**config.mk**
```make
export PLATFORM = sky130hd
export DESIGN_NAME = regfile_sb
export DESIGN_NICKNAME = d
export VERILOG_FILES = /design/src/rtl/regfile_sb.sv
export SDC_FILE = /design/constraint.sdc
export NUM_CORES = 2
export LEC_CHECK = 0
export ABC_CLOCK_PERIOD_IN_PS = 6300
export BUFFER_PORTS_ARGS = -buffer_cell sky130_fd_sc_hd__clkbuf_2
export CAP_MARGIN = 25
export CORE_MARGIN = 5
export CORE_UTILIZATION = 30
export DETAILED_ROUTE_END_ITERATION = 7
export PLACE_DENSITY = 0.47
export SETUP_SLACK_MARGIN = 0.2
export SYNTH_ARGS = -nofsm -noshare
export SYNTH_HDL_FRONTEND = slang
export SYNTH_SLANG_ARGS = --single-unit
```
**constraint.sdc**
```tcl
create_clock -name clk -period 6.3 [get_ports clk]
set_clock_uncertainty 0.15 [all_clocks]
set_input_delay 1.26 -clock clk [delete_from_list [all_inputs] [get_ports clk]]
set_output_delay 1.26 -clock clk [all_outputs]
set_load 0.005 [all_outputs]
```
**src/rtl/regfile_sb.sv**
```systemverilog
// Multi-read-port register file for the decode stage: dual write ports with
// write-through bypass, optional hardwired zero register and a busy scoreboard.
module regfile_sb #(
  parameter int DATA_W   = 32,
  parameter int ADDR_W   = 5,
  parameter int NUM_RD   = 2,
  parameter int ZERO_REG = 1
) (
  input  logic                     clk,
  input  logic                     reset,
  input  logic [NUM_RD*ADDR_W-1:0] rd_addr,
  output logic [NUM_RD*DATA_W-1:0] rd_data,
  output logic [NUM_RD-1:0]        rd_busy,
  input  logic                     wr0_en,
  input  logic [ADDR_W-1:0]        wr0_addr,
  input  logic [DATA_W-1:0]        wr0_data,
  input  logic                     wr1_en,
  input  logic [ADDR_W-1:0]        wr1_addr,
  input  logic [DATA_W-1:0]        wr1_data,
  input  logic                     claim_en,
  input  logic [ADDR_W-1:0]        claim_addr,
  output logic [ADDR_W:0]          busy_count
);

  localparam int DEPTH = 1 << ADDR_W;
  localparam int CW    = ADDR_W + 1;

  logic [DATA_W-1:0] r_mem [DEPTH];
  logic [DEPTH-1:0]  r_busy;
  logic [CW-1:0]     r_busy_count;

  logic              w_wr0_ok;
  logic              w_wr1_ok;
  logic              w_claim_ok;
  logic [DEPTH-1:0]  w_busy_nxt;
  logic              w_inc;
  logic              w_dec0;
  logic              w_dec1;

  // Writes and claims aimed at a hardwired zero register are dropped here.
  assign w_wr0_ok   = wr0_en   && !((ZERO_REG != 0) && (wr0_addr   == '0));
  assign w_wr1_ok   = wr1_en   && !((ZERO_REG != 0) && (wr1_addr   == '0));
  assign w_claim_ok = claim_en && !((ZERO_REG != 0) && (claim_addr == '0));

  always_comb begin
    w_busy_nxt = r_busy;
    if (w_wr0_ok) w_busy_nxt[wr0_addr] = 1'b0;
    if (w_wr1_ok) w_busy_nxt[wr1_addr] = 1'b0;
    // The claiming producer owns the register even if an older one retires now.
    if (w_claim_ok) w_busy_nxt[claim_addr] = 1'b1;
  end

  // A write only decrements when its register is busy and not being re-claimed;
  // wr1 to the same register as wr0 must not count a second time.
  assign w_inc  = w_claim_ok && !r_busy[claim_addr];
  assign w_dec0 = w_wr0_ok && r_busy[wr0_addr] &&
                  !(w_claim_ok && (claim_addr == wr0_addr));
  assign w_dec1 = w_wr1_ok && r_busy[wr1_addr] &&
                  !(w_claim_ok && (claim_addr == wr1_addr)) &&
                  !(w_wr0_ok && (wr0_addr == wr1_addr));

  always_ff @(posedge clk) begin
    if (!reset) begin
      for (int k = 0; k < DEPTH; k++) r_mem[k] <= '0;
    end else begin
      if (w_wr0_ok) r_mem[wr0_addr] <= wr0_data;
      if (w_wr1_ok) r_mem[wr1_addr] <= wr1_data;
    end
  end

  always_ff @(posedge clk) begin
    if (!reset) begin
      r_busy       <= '0;
      r_busy_count <= '0;
    end else begin
      r_busy       <= w_busy_nxt;
      r_busy_count <= r_busy_count + CW'(w_inc) - CW'(w_dec0) - CW'(w_dec1);
    end
  end

  assign busy_count = r_busy_count;

  for (genvar i = 0; i < NUM_RD; i++) begin : g_rd
    logic [ADDR_W-1:0] w_ra;
    logic              w_zero;
    logic              w_hit0;
    logic              w_hit1;

    assign w_ra   = rd_addr[i*ADDR_W +: ADDR_W];
    assign w_zero = (ZERO_REG != 0) && (w_ra == '0);
    assign w_hit1 = wr1_en && (wr1_addr == w_ra);
    assign w_hit0 = wr0_en && (wr0_addr == w_ra);

    assign rd_data[i*DATA_W +: DATA_W] = (!reset || w_zero) ? '0 :
                                         w_hit1 ? wr1_data :
                                         w_hit0 ? wr0_data :
                                         r_mem[w_ra];
    // Bypassed data is arriving this cycle, so the consumer need not stall.
    assign rd_busy[i] = reset && !w_zero && !w_hit1 && !w_hit0 && r_busy[w_ra];
  end

endmodule

```
Word-level counts from Yosys, hierarchy flattened
Memory sizes are Yosys's and may differ from the RTL's.
Index checks and enable logic that the tools add are counted.
W data, S select, Z words.

word-level totals
  RAM bits = 1024
  logic and storage cells = 114
  output and inout bits = 72
  memories = 1
  input port bits = 94
  flip-flop bits (word level) = 38

operators by class
  $lt $le $gt $ge = 8
  add/sub/neg operators = 3
  multiplexer cells = 38
  equal/unequal tests = 7
  bitwise logic cells = 5
  reductions and logical operators = 50

memory list
  memory  depth  bits a word  read ports  clocked after Yosys merged registers in  write ports  RTL line  source
  r_mem   32     32           2           0                                        32           28        logic [DATA_W-1:0] r_mem [DEPTH];

operators by type and width
  kind                  count
  $mux W32              11
  $and A32 B32 Y32      2
  $not A32 Y32          2
  $reduce_or A32 Y1     2
  $eq A5 B5 Y1          7
  $or A32 B32 Y32       1
  $lt A5 B6 Y1 const B  5
  $logic_and A1 B1 Y1   27
  $bmux W1 S5           5
  $logic_not A5 Y1      5
  $mux W1               17
  $demux W1 S5          3
  $ge A5 B1 Y1 const B  3
  $logic_not A1 Y1      14
  $sub A6 B1 Y6         2
  $mux W5               2
  $add A6 B1 Y6         1
  $logic_or A1 B1 Y1    2

Longest topological paths before layout
  depth in word-level cells = 11
  gate-level depth with buffers = 18
  mapped depth without buffers = 16

Least setup slack after synthesis
Ideal clock, no wire load.

  path type = in2reg
  from = input wr0_addr[0]
  to = register r_busy_count[5] (netlist: busy_count[5])
  path buffers = 2
  stages = 14
  slack = 1.436 ns
  data arrival time = 4.595 ns
  setup time = 0.119 ns
  required time = 6.031 ns
  cell sequence = buf_2 > buf_1 > mux4_2 > a22oi_1 > nand4_1 > nand2_1 > fa_1 > ha_1 > ha_1 > fa_1 > a21o_1 > a21oi_1 > xnor2_1 > nor2_1

on the way
  word-level cells in the longest chain between the ends = 7
  elaborated cells between the ends (all ways) = 16

RTL lines
  what                                                   RTL line  source
  from (decl)                                            15        input logic [ADDR_W-1:0] wr0_addr,
  branches (longest 6 deep; another with $sub A6 B1 Y6)  --
  $sub A6 B1 Y6 (*)                                      77        r_busy_count <= r_busy_count + CW'(w_inc) - CW'(w_dec0) - CW'(w_dec1);
  to (signal assigned)                                   77
  to (decl)                                              30        logic [CW-1:0] r_busy_count;

Every way passes the cells marked *. The select of a mux whose other input is x is not followed.
A chain may end at the register's enable or synchronous reset.

Final worst setup path
  from = input rd_addr[3]
  to = output rd_data[24]

on the way
  word-level cells in the longest chain between the ends = 5
  elaborated cells between the ends (all ways) = 10

RTL lines
  what                                                     RTL line  source
  from (decl)                                              11        input logic [NUM_RD*ADDR_W-1:0] rd_addr,
  branches (longest 4 deep; another with $mem_v2 Z32 W32)  --
  $mux W32 (*)                                             94        assign rd_data[i*DATA_W +: DATA_W] = (!reset || w_zero) ? '0 :
  to (decl)                                                12        output logic [NUM_RD*DATA_W-1:0] rd_data,

Every way passes the cells marked *.

==> flow_summary.json <==
{
  "fin_nets": 4485,
  "clock_path_buffers": 3,
  "synth_common_cells": "edfxtp_1, a22o_1, mux4_2, clkbuf_1, mux2i_1",
  "ios": 166,
  "use_met2_pct": 39.7,
  "ys_async_sr_fraction_pct": 0,
  "synth_edf_count": 1024,
  "fin_crit_sh_pct": 89.8,
  "fin_area_um2": 71300,
  "r2r-start": "r_busy[7]",
  "status": "complete, no violations",
  "worst_slack_ps": 640,
  "dr.pass1.iters": 6,
  "top_usage_layer": "met2",
  "holdWs_ps": 402,
  "io_buffers": 165,
  "drtAntennaViolNets": 0,
  "totalWireLength_mm": 292,
  "drc": 0,
  "rsz0062_at_grt": "no",
  "worstHoldEndpoint": "r_busy[25]",
  "slowest_delay_ps": 500,
  "p_leak_uw": 0.0240,
  "root_buffer": "clkbuf_16",
  "rows": 168,
  "die_w_um": 468,
  "slew_headroom_pct": 28.3,
  "num_vias": 47800,
  "path_class": "input pin to output pin",
  "clock-sinks": 1062,
  "r2r_setup_slack_ps": 2360,
  "post_cts_buffers": 0,
  "cts_tree": "done",
  "wl_per_cell_um": 40.1,
  "grt.overflow.total": 0,
  "grt_max_degree": 108,
  "vias_per_cell": 6.56,
  "crit_path_max_fanout": 16,
  "drv_slew": 0,
  "crit_family": "buffers and inverters",
  "clk_latency_ps": 790,
  "maxCapViolCount": 0,
  "avgSynthCellArea_um2": 13.9,
  "gp_congestion": 0.869,
  "synth_cells": 4536,
  "cts_buffers": 130,
  "seq_area_frac_synth_pct": 50.1,
  "p_per_area_nw_per_um2": 259,
  "dp_hpwl_mm": 174,
  "yosysMostFrequentCell": "edfxtp_1",
  "areaGrowthSynthToFinish_pct": 13.3,
  "hp-start": "r_busy[25]",
  "die_height_um": 468,
  "synth_top_area_share_pct": 48.9,
  "grt_usage_pct": 25.9,
  "htree_levels": 4,
  "cp-end-kind": "output pin",
  "synth_largest_area_cell": "edfxtp_1",
  "cts_hold_buf": 0,
  "critPathLaunchType": "input pin",
  "core_area_um2": 209000,
  "synth_ff_type": "edfxtp_1",
  "synth_area_leaders": "edfxtp_1, mux4_2, a22o_1",
  "die_area_um2": 219000,
  "grt_pass1_vias": 47100,
  "synth_warnings": 0,
  "placed_cell_area_um2": 67200,
  "critical_path_buf_inv_count": 4,
  "place_ws_ps": 664,
  "worstHoldPathCells": 2,
  "ys_types": 60,
  "antenna_found_initial": 12,
  "clkTransAtPathRegs_ps": 50,
  "grt_use_met3_pct": 6.88,
  "slowest_stage": "nor3_1",
  "cts-resized-gates": 0,
  "finalCriticalPeriod_ps": 5660,
  "hold_path_class": "register to register",
  "finalSetupViolations": 0,
  "finalHoldViolCount": 0,
  "worstPathRequired_ps": 4890,
  "setup-tns-final_ps": 0,
  "initial_utilization_pct": 30.1,
  "ir_drop_v": 0.000284,
  "worstPathArrival_ps": 4250,
  "drive_above_1_share_pct": 25.6,
  "ys_ff_latch": 1062,
  "grt_pass1_wl_mm": 397,
  "syn_area_um2": 62900,
  "crit_chain": "clkbuf_2, nor2b_1, buf_4, nand2_2, buf_4, o22ai_1, nor3_1, a211oi_1, a211o_1, clkbuf_2",
  "reg2reg_depth": 14,
  "max_freq_mhz": 177,
  "r2r_end": "busy_count[5]",
  "worst_pin_slew_ps": 1070,
  "met1_usage_pct": 34.7,
  "drt_iter0_markers": 6174
}
## cell families (layout without fill, tap and decap cells)
group / count (synthesis) / after routing / synth area share (%)
compound gates: 1506 / 1506 / 19.5
simple gates: 421 / 421 / 3.45
fa+ha+maj: 8 / 8 / 0.183
other cells: 1 / 35 / 0.00596
xor+xnor: 39 / 39 / 0.543
mux: 750 / 750 / 21.2
flops: 1062 / 1062 / 50.1
buf+inv: 749 / 669 / 5.08
## per-layer routing
| layer | wire length (um) | part of all wire [%] | vias up |
|---|---|---|---|
| met4 | 14400 | 4.9 | 4 |
| met5 | 113 | 0.039 | - |
| met3 | 30200 | 10 | 678 |
| li1 | - | - | 18600 |
| met1 | 117000 | 40 | 25400 |
| met2 | 130000 | 45 | 3111 |
## power by group
| group | internal (uW) | total, uW | switching (uW) |
|---|---|---|---|
| clock network | 4190 | 7460 | 3270 |
| logic | 960 | 2570 | 1610 |
| registers | 8190 | 8430 | 240 |
| total | 13300 | 18500 | 5130 |
## registers in the layout, indices dropped and copies added, names as in the netlist
signal / flops
busy_count: 6
r_mem: 1024
r_busy: 32
## worst register-to-register path, stage by stage (launching register included)
cell and delay [ps]:
dfxtp_1 370, mux4_2 500, nand3_1 90, o21ai_0 90, a221oi_1 310, o2111ai_1 230
nand3_1 160, fa_1 430, ha_1 200, ha_1 230, fa_1 450, a21o_1 200
a21oi_1 170, xnor2_1 140, nor2_1 60
## worst max-delay path by stage
stage | startpoint | to | slack (ps) | depth (start not counted)
6_report | rd_addr[3] | rd_data[24] | 640 | 10
5_1_grt | rd_addr[3] | rd_data[24] | 670 | 10
4_1_cts | rd_addr[3] | rd_data[24] | 660 | 10
3_5_place_dp | rd_addr[3] | rd_data[24] | 660 | 10
3_3_place_gp | rd_addr[3] | rd_data[24] | 730 | 10
2_1_floorplan | wr0_addr[0] | busy_count[5] | 1440 | 14
## placed cells by master, fill, tap and decap left out, types with 14 or more instances in the layout
cell	n
edfxtp_1	1024
a22o_1	993
mux4_2	464
mux2i_1	285
buf_4	192
clkbuf_2	157
clkbuf_16	134
a22oi_1	129
nor2_1	99
o22ai_1	86
o21ai_0	78
a211oi_1	64
a21oi_1	54
nand3_1	49
nor2_4	47
inv_1	39
nor3_1	39
nor2b_1	39
dfxtp_1	38
buf_12	37
nor3b_1	33
a211o_1	32
conb_1	32
a221o_1	31
clkinv_1	31
nand2_1	30
clkbuf_1	27
xor2_1	23
clkinv_2	18
nor3_2	16
xnor2_1	16
nand2_2	14
## metrics by stage
| step | total power, uW | utilization (%) | cells |
|---|---|---|---|
| after floorplan | 10000 | - | 4567 |
| after global placement | 11100 | 32.1 | 7053 |
| after detailed placement | 11100 | 32.1 | 7056 |
| after CTS | 18500 | 34.1 | 7292 |
| after global routing | 18900 | 34.1 | 7292 |
| final | 18500 | 34.1 | 7295 |
## area by class of cell
| cell class | count | area (um^2) |
|---|---|---|
| clock inverter | 71 | 554 |
| timing repair buffer | 393 | 3060 |
| tap | 2805 | 3510 |
| inverter | 40 | 150 |
| fill | 20100 | 138000 |
| clock buffer | 165 | 3500 |
| antenna | 3 | 7.51 |
| sequential | 1062 | 31500 |
| multi-input combinational | 2756 | 29000 |
No activity file was read; power rests on OpenSTA's default activity.
